**config.mk**
```make
export PLATFORM = sky130hd
export DESIGN_NAME = univ_shift_reg
export DESIGN_NICKNAME = d
export VERILOG_FILES = /design/src/rtl/univ_shift_reg.sv
export SDC_FILE = /design/constraint.sdc
export NUM_CORES = 1
export LEC_CHECK = 0
export ABC_AREA = 1
export BUFFER_PORTS_ARGS = -buffer_cell sky130_fd_sc_hd__buf_4
export CORE_MARGIN = 10
export CORE_UTILIZATION = 53
export CTS_BUF_LIST = sky130_fd_sc_hd__clkbuf_16
export DETAILED_ROUTE_END_ITERATION = 16
export HOLD_SLACK_MARGIN = 0.15
export PLACE_DENSITY = 0.93
export SETUP_SLACK_MARGIN = 0.02
export SYNTH_ARGS = -nofsm -noshare
export SYNTH_HDL_FRONTEND = slang
export SYNTH_SLANG_ARGS = --single-unit
export TNS_END_PERCENT = 1
```
**constraint.sdc**
```tcl
create_clock -name clk -period 3.3 [get_ports clk]
set_input_delay 0.495 -clock clk [delete_from_list [all_inputs] [get_ports clk]]
set_output_delay 0.495 -clock clk [all_outputs]
set_load 0.1 [all_outputs]
```
**src/rtl/univ_shift_reg.sv**
```systemverilog
// Universal shift register: per-cycle hold/shift-right/shift-left/load, plus a
// counted burst engine that shifts len bits in a latched direction.
module univ_shift_reg #(
  parameter int WIDTH = 8,
  parameter int CNT_W = 4
) (
  input  logic             clk,
  input  logic             rst,
  input  logic             en,
  input  logic [1:0]       mode,
  input  logic             sin_r,
  input  logic             sin_l,
  input  logic [WIDTH-1:0] pin,
  input  logic             start,
  input  logic             dir,
  input  logic [CNT_W-1:0] len,
  output logic [WIDTH-1:0] q,
  output logic             sout_r,
  output logic             sout_l,
  output logic             busy,
  output logic             done,
  output logic [CNT_W-1:0] bit_cnt
);

  typedef enum logic [0:0] {
    IDLE  = 1'b0,
    SHIFT = 1'b1
  } state_t;

  localparam logic [1:0] MODE_HOLD  = 2'b00;
  localparam logic [1:0] MODE_RIGHT = 2'b01;
  localparam logic [1:0] MODE_LEFT  = 2'b10;
  localparam logic [1:0] MODE_LOAD  = 2'b11;

  state_t           state_q, state_d;
  logic [WIDTH-1:0] q_q, q_d;
  logic [CNT_W-1:0] cnt_q, cnt_d;
  logic             dir_q, dir_d;
  logic             done_q, done_d;

  function automatic logic [WIDTH-1:0] shift_right(input logic [WIDTH-1:0] v,
                                                   input logic in_bit);
    return {in_bit, v[WIDTH-1:1]};
  endfunction

  function automatic logic [WIDTH-1:0] shift_left(input logic [WIDTH-1:0] v,
                                                  input logic in_bit);
    return {v[WIDTH-2:0], in_bit};
  endfunction

  // Next-state logic: start takes priority over manual modes while idle.
  always_comb begin
    state_d = state_q;
    q_d     = q_q;
    cnt_d   = cnt_q;
    dir_d   = dir_q;
    done_d  = 1'b0;
    case (state_q)
      IDLE: begin
        if (start) begin
          if (len != {CNT_W{1'b0}}) begin
            state_d = SHIFT;
            cnt_d   = len;
            dir_d   = dir;
          end else begin
            done_d = 1'b1;
          end
        end else if (en) begin
          case (mode)
            MODE_HOLD:  q_d = q_q;
            MODE_RIGHT: q_d = shift_right(q_q, sin_r);
            MODE_LEFT:  q_d = shift_left(q_q, sin_l);
            MODE_LOAD:  q_d = pin;
            default:    q_d = q_q;
          endcase
        end else begin
          q_d = q_q;
        end
      end
      SHIFT: begin
        if (dir_q) begin
          q_d = shift_left(q_q, sin_l);
        end else begin
          q_d = shift_right(q_q, sin_r);
        end
        cnt_d = cnt_q - {{(CNT_W-1){1'b0}}, 1'b1};
        // The final shift returns to idle and raises done on the same edge.
        if (cnt_q == {{(CNT_W-1){1'b0}}, 1'b1}) begin
          state_d = IDLE;
          done_d  = 1'b1;
        end else begin
          state_d = SHIFT;
        end
      end
      default: begin
        state_d = IDLE;
        cnt_d   = {CNT_W{1'b0}};
      end
    endcase
  end

  // State registers with synchronous reset that aborts any burst silently.
  always_ff @(posedge clk) begin
    if (rst) begin
      state_q <= IDLE;
      q_q     <= {WIDTH{1'b0}};
      cnt_q   <= {CNT_W{1'b0}};
      dir_q   <= 1'b0;
      done_q  <= 1'b0;
    end else begin
      state_q <= state_d;
      q_q     <= q_d;
      cnt_q   <= cnt_d;
      dir_q   <= dir_d;
      done_q  <= done_d;
    end
  end

  assign q       = q_q;
  assign sout_r  = q_q[0];
  assign sout_l  = q_q[WIDTH-1];
  assign busy    = (state_q == SHIFT);
  assign done    = done_q;
  assign bit_cnt = cnt_q;

endmodule

```
**Yosys cells after proc, flatten, opt, wreduce, memory -nomap -nowiden**

Index checks and enable logic that the tools add are counted.

- Register bits: 15
- Word-level logic and storage cells: 37

- Add/sub/neg operators: 1
- Equality and inequality tests: 9
- Muxes and demuxes: 16
- Bitwise operators: 1
- Reductions and logical operators: 5

Operators by type and width:

| operator | number |
|---|---|
| two-way mux 8 bit | 3 |
| case mux 8 bit (3 select lines) | 1 |
| case mux 8 bit (2 select lines) | 1 |
| inequality test 2 bit, second input constant | 5 |
| two-way mux 4 bit | 2 |
| case mux 4 bit (2 select lines) | 1 |
| two-way mux 1 bit | 6 |
| AND reduction 3 bit | 2 |
| == test 2 bit, second input constant | 2 |
| == test 4 x 1 -> 1 bit, second input constant | 1 |
| case mux 1 bit (2 select lines) | 2 |
| nonzero test 4 bit | 1 |
| subtractor 4 x 1 -> 4 bit, second input constant | 1 |
| == test 2 x 1 -> 1 bit, second input constant | 1 |
| logical NOT 2 bit | 1 |
| AND reduction 2 bit | 1 |
| NOT 1 bit | 1 |

**Longest topological paths before layout**

- Depth after elaboration: 5
- Mapped depth: 10
- Mapped depth without buffers: 8

**Least setup slack after synthesis**

Ideal clock, no wire load.

- Kind: register to register
- From: reg cnt_q[0] (netlist: bit_cnt[0])
- To: reg cnt_q[2] (netlist: bit_cnt[2])
- Setup time: 0.121 ns
- Arrival: 1.809 ns
- Path slack: 1.370 ns
- Stages on the path, launching flop included: 6
- Buffers on the path: 0
- Path through: dfxtp_1 > inv_1 > ha_1 > xor2_1 > a21boi_0 > a21oi_1

- Longest elaborated chain between the ends: 2

RTL lines:

| item | RTL line | text |
|---|---|---|
| start: declaration | 37 | `logic [CNT_W-1:0] cnt_q, cnt_d;` |
| start signal: assignment | 107 | `cnt_q <= {CNT_W{1'b0}};` |
| start signal: assignment | 113 | `cnt_q <= cnt_d;` |
| subtractor 4 x 1 -> 4 bit | 86 | `cnt_d = cnt_q - {{(CNT_W-1){1'b0}}, 1'b1};` |
| case mux 4 bit (2 select lines) | 58 | `case (state_q)` |

No other way between the ends.
A chain may end at the register's enable or synchronous reset.

**Final worst setup path**

- From: reg state_q (netlist: busy)
- To: out busy

RTL lines:

| item | RTL line | text |
|---|---|---|
| start: declaration | 35 | `state_t state_q, state_d;` |
| start signal: assignment | 111 | `state_q <= state_d;` |
| end: declaration | 20 | `output logic busy,` |

No word-level cell between the ends.

==> impl_metrics.env <==
export IMPL_drt_iter0_markers=88
export IMPL_postCtsHoldBufs=0
export IMPL_clock_fmax_ghz=0.577
export IMPL_r2r_worst_path_depth=5
export IMPL_synth_cell_type_count=24
export IMPL_num_rows=16
export IMPL_slowest_stage="dfxtp_1"
export IMPL_run_status="finished clean"
export IMPL_synth_top_cell_area_share=0.278
export IMPL_worst_path_max_fanout=14
export IMPL_global_route_usage_met3=0.0475
export IMPL_layout_stage_area_growth_over_the_synthesis_result_pct=29.9
export IMPL_layout_cells_sized_above_1=0.285
export IMPL_timing_final_setup_violations=0
export IMPL_drc_errors=0
export IMPL_required_ps=2800
export IMPL_crit_arrival_ps=1240
export IMPL_critical_path_max_stage_delay_ps=610
export IMPL_post_drt_wl_per_cell_um=14.4
export IMPL_drt_total_wl_mm=3.38
export IMPL_cts_setup_buffers=0
export IMPL_use_met2=0.293
export IMPL_power_leakage_nw=0.714
export IMPL_timing_final_crit_share=0.525
export IMPL_cts_tree="built"
export IMPL_power_density_cell_area_nw_per_um2=570
export IMPL_die_width_um=65.2
export IMPL_rsz0062_at_grt="no"
export IMPL_critical_path_reg2reg_endpoint="q[5]"
export IMPL_overflow_after_grt=0
export IMPL_endpoint_kind="output pin"
export IMPL_floorplan_die_height_um=65.2
export IMPL_maxCapViolCount=0
export IMPL_max_clock_path_buffers=2
export IMPL_grt_busiest_layer="met2"
export IMPL_grt_max_degree=15
export IMPL_min_delay_path_class="input port to flip-flop"
export IMPL_timing_max_slew_rel_slack=0.689
export IMPL_final_core_util=0.723
export IMPL_ys_ff_latch=15
export IMPL_syn_mean_instance_area_um2=6.18
export IMPL_crit_chain="buf_4"
export IMPL_max_slew_worst_pin_slew_ps=466
export IMPL_number_of_global_route_vias_before_repair=1242
export IMPL_finalClockSkew_ps=1.28
export IMPL_dr_pass1_iters=4
export IMPL_setup_worst_path_start_class="flip-flop"
export IMPL_floorplan_core_area_um2=1940
export IMPL_power_net_switching_mw=0.355
export IMPL_cts_htree_levels=1
export IMPL_hold_path_startpoint="rst"
export IMPL_synthesis_instances=175
export IMPL_cts_sink_count=15
export IMPL_setup_ws_ps=1570
export IMPL_fin_tns_setup_ps=0
export IMPL_drv_slew=0
export IMPL_critical_r2r_launch="busy"
export IMPL_r2r_setup_slack_ps=1840
export IMPL_initial_core_util=0.557
export IMPL_groute_usage_overall=0.162
export IMPL_synth_top_cells_by_area="dfxtp_1 28%, nand2_1 14%, nand3_1 12%, nor2_1 10%, o21ai_0 5.1%"
export IMPL_grt_antenna_before_repair=0
export IMPL_vias=1276
export IMPL_insertedDiodeCount=0
export IMPL_netlist_top_cell_by_area="dfxtp_1"
export IMPL_synth_nets=198
export IMPL_setup_worst_path_class="flip-flop to output pin"
export IMPL_synthesized_cell_area_um2=1080
export IMPL_nNetsFinal=231
export IMPL_dp_cells=230
export IMPL_crit_family="flip-flops"
export IMPL_dp_worst_setup_slack_ps=1840
export IMPL_average_via_count_per_standard_cell=5.45
export IMPL_numPortBuffers=36
export IMPL_sequentialPowerShare=0.290
export IMPL_path_buf_inv=1
export IMPL_wire_length_of_the_first_global_routing_pass_mm=5.62
export IMPL_global_placement_routability_congestion=0.850
export IMPL_ir_worst_vdd_uv=369
export IMPL_report_final_hold_viol_count=0
export IMPL_power_frac_comb=0.404
export IMPL_fin_cells=234
export IMPL_clk_root_buffer_cell="clkbuf_16"
export IMPL_timing_final_crit_period_ps=1730
export IMPL_detail_route_antenna_nets=0
export IMPL_cts_clk_slew_worst_paths_ps=50
export IMPL_power_clock_fraction=0.306
export IMPL_sw_frac_of_total=0.444
export IMPL_num_cts_buffers=3
export IMPL_cts_resized=0
export IMPL_io_pins=37
export IMPL_fp_dieArea_um2=4250
export IMPL_groute_layer_met1_usage=0.171
export IMPL_synth_warnings=0
export IMPL_hold_ws_ps=449
export IMPL_clkLatencyLatePin_ps=250
export IMPL_whs_path_depth=2
export IMPL_post_dp_hpwl_mm=2.38
export IMPL_cellInternalPower_mw=0.445
export IMPL_ys_seq_area_frac=0.278
export IMPL_hold_path_end="bit_cnt[2]"
## cell usage in the layout (no fill, tap or decap)
master / Yosys / layout
nand2_1: 40 / 40
buf_4: 2 / 36
nor2_1: 30 / 30
nand3_1: 25 / 25
dfxtp_1: 15 / 15
o21ai_0: 11 / 11
inv_1: 10 / 10
a21oi_1: 8 / 8
inv_2: 7 / 7
o21ai_1: 4 / 4
a21oi_2: 4 / 4
o21ai_2: 3 / 3
clkbuf_16: 0 / 3
nand2_2: 2 / 2
ha_1: 2 / 2
clkinv_8: 1 / 1
nand2_4: 1 / 1
xor2_1: 1 / 1
a21boi_0: 1 / 1
nor2_2: 1 / 1
clkinv_1: 1 / 1
clkinv_2: 0 / 1
## Yosys cell counts (all sizes together)
cell type,instances
nand2,43
nor2,31
nand3,25
o21ai,18
inv,17
dfxtp,15
a21oi,12
buf,6
clkbuf,2
clkinv,2
ha,2
a21boi,1
xor2,1
## state kept, by name, summed over array words and instances (netlist names)
signal,cells
bit_cnt,4
dir_q,1
q,8
busy,1
done,1
## layout make-up
class | count | area [um^2]
Timing Repair Buffer | 36 | 270
Tap cell | 27 | 33.8
Multi-Input combinational cell | 133 | 636
Fill cell | 155 | 538
Sequential cell | 15 | 300
Inverter | 19 | 83.8
Clock inverter | 1 | 5.00
Clock buffer | 3 | 75.1
## how the worst max path moves through the flow
stage | from | to | slack, ps | depth (start not counted)
6_report | busy | busy | 1570 | 1
5_1_grt | busy | busy | 1530 | 1
4_1_cts | busy | busy | 1580 | 1
3_5_place_dp | len[1] | bit_cnt[1] | 1840 | 7
3_3_place_gp | busy | busy | 1860 | 1
2_1_floorplan | bit_cnt[0] | bit_cnt[2] | 1370 | 5
## metal layers
| metal | wire, um | vias to the layer above |
|---|---|---|
| met5 | 0 | - |
| met4 | 72 | 0 |
| met3 | 328 | 8 |
| met2 | 1790 | 71 |
| met1 | 1180 | 578 |
| li1 | - | 619 |
## cell families after synthesis
kind of cell	synth area share
simple gates	0.387
flops	0.278
fa+ha+maj	0.0231
buf+inv	0.134
xor+xnor	0.00810
compound gates	0.170
## metrics by stage
| stage | instance area [um^2] | power, mW |
|---|---|---|
| 2_1_floorplan | 1080 | 0.485 |
| 3_5_place_dp | 1320 | 0.555 |
| 5_1_grt | 1400 | 0.826 |
| 4_1_cts | 1400 | 0.796 |
| 6_report | 1400 | 0.800 |
| 3_3_place_gp | 1320 | 0.548 |
## power by group through the flow
stage                     clock [mW]  sequential (mW)  combinational [mW]
final                          0.245            0.232               0.323
after CTS                      0.241            0.231               0.323
after global placement             0            0.234               0.314
after detailed placement           0            0.235               0.320
after global routing           0.246            0.237               0.344
after floorplan                    0            0.353               0.132
(Power assumes the default switching activity.)
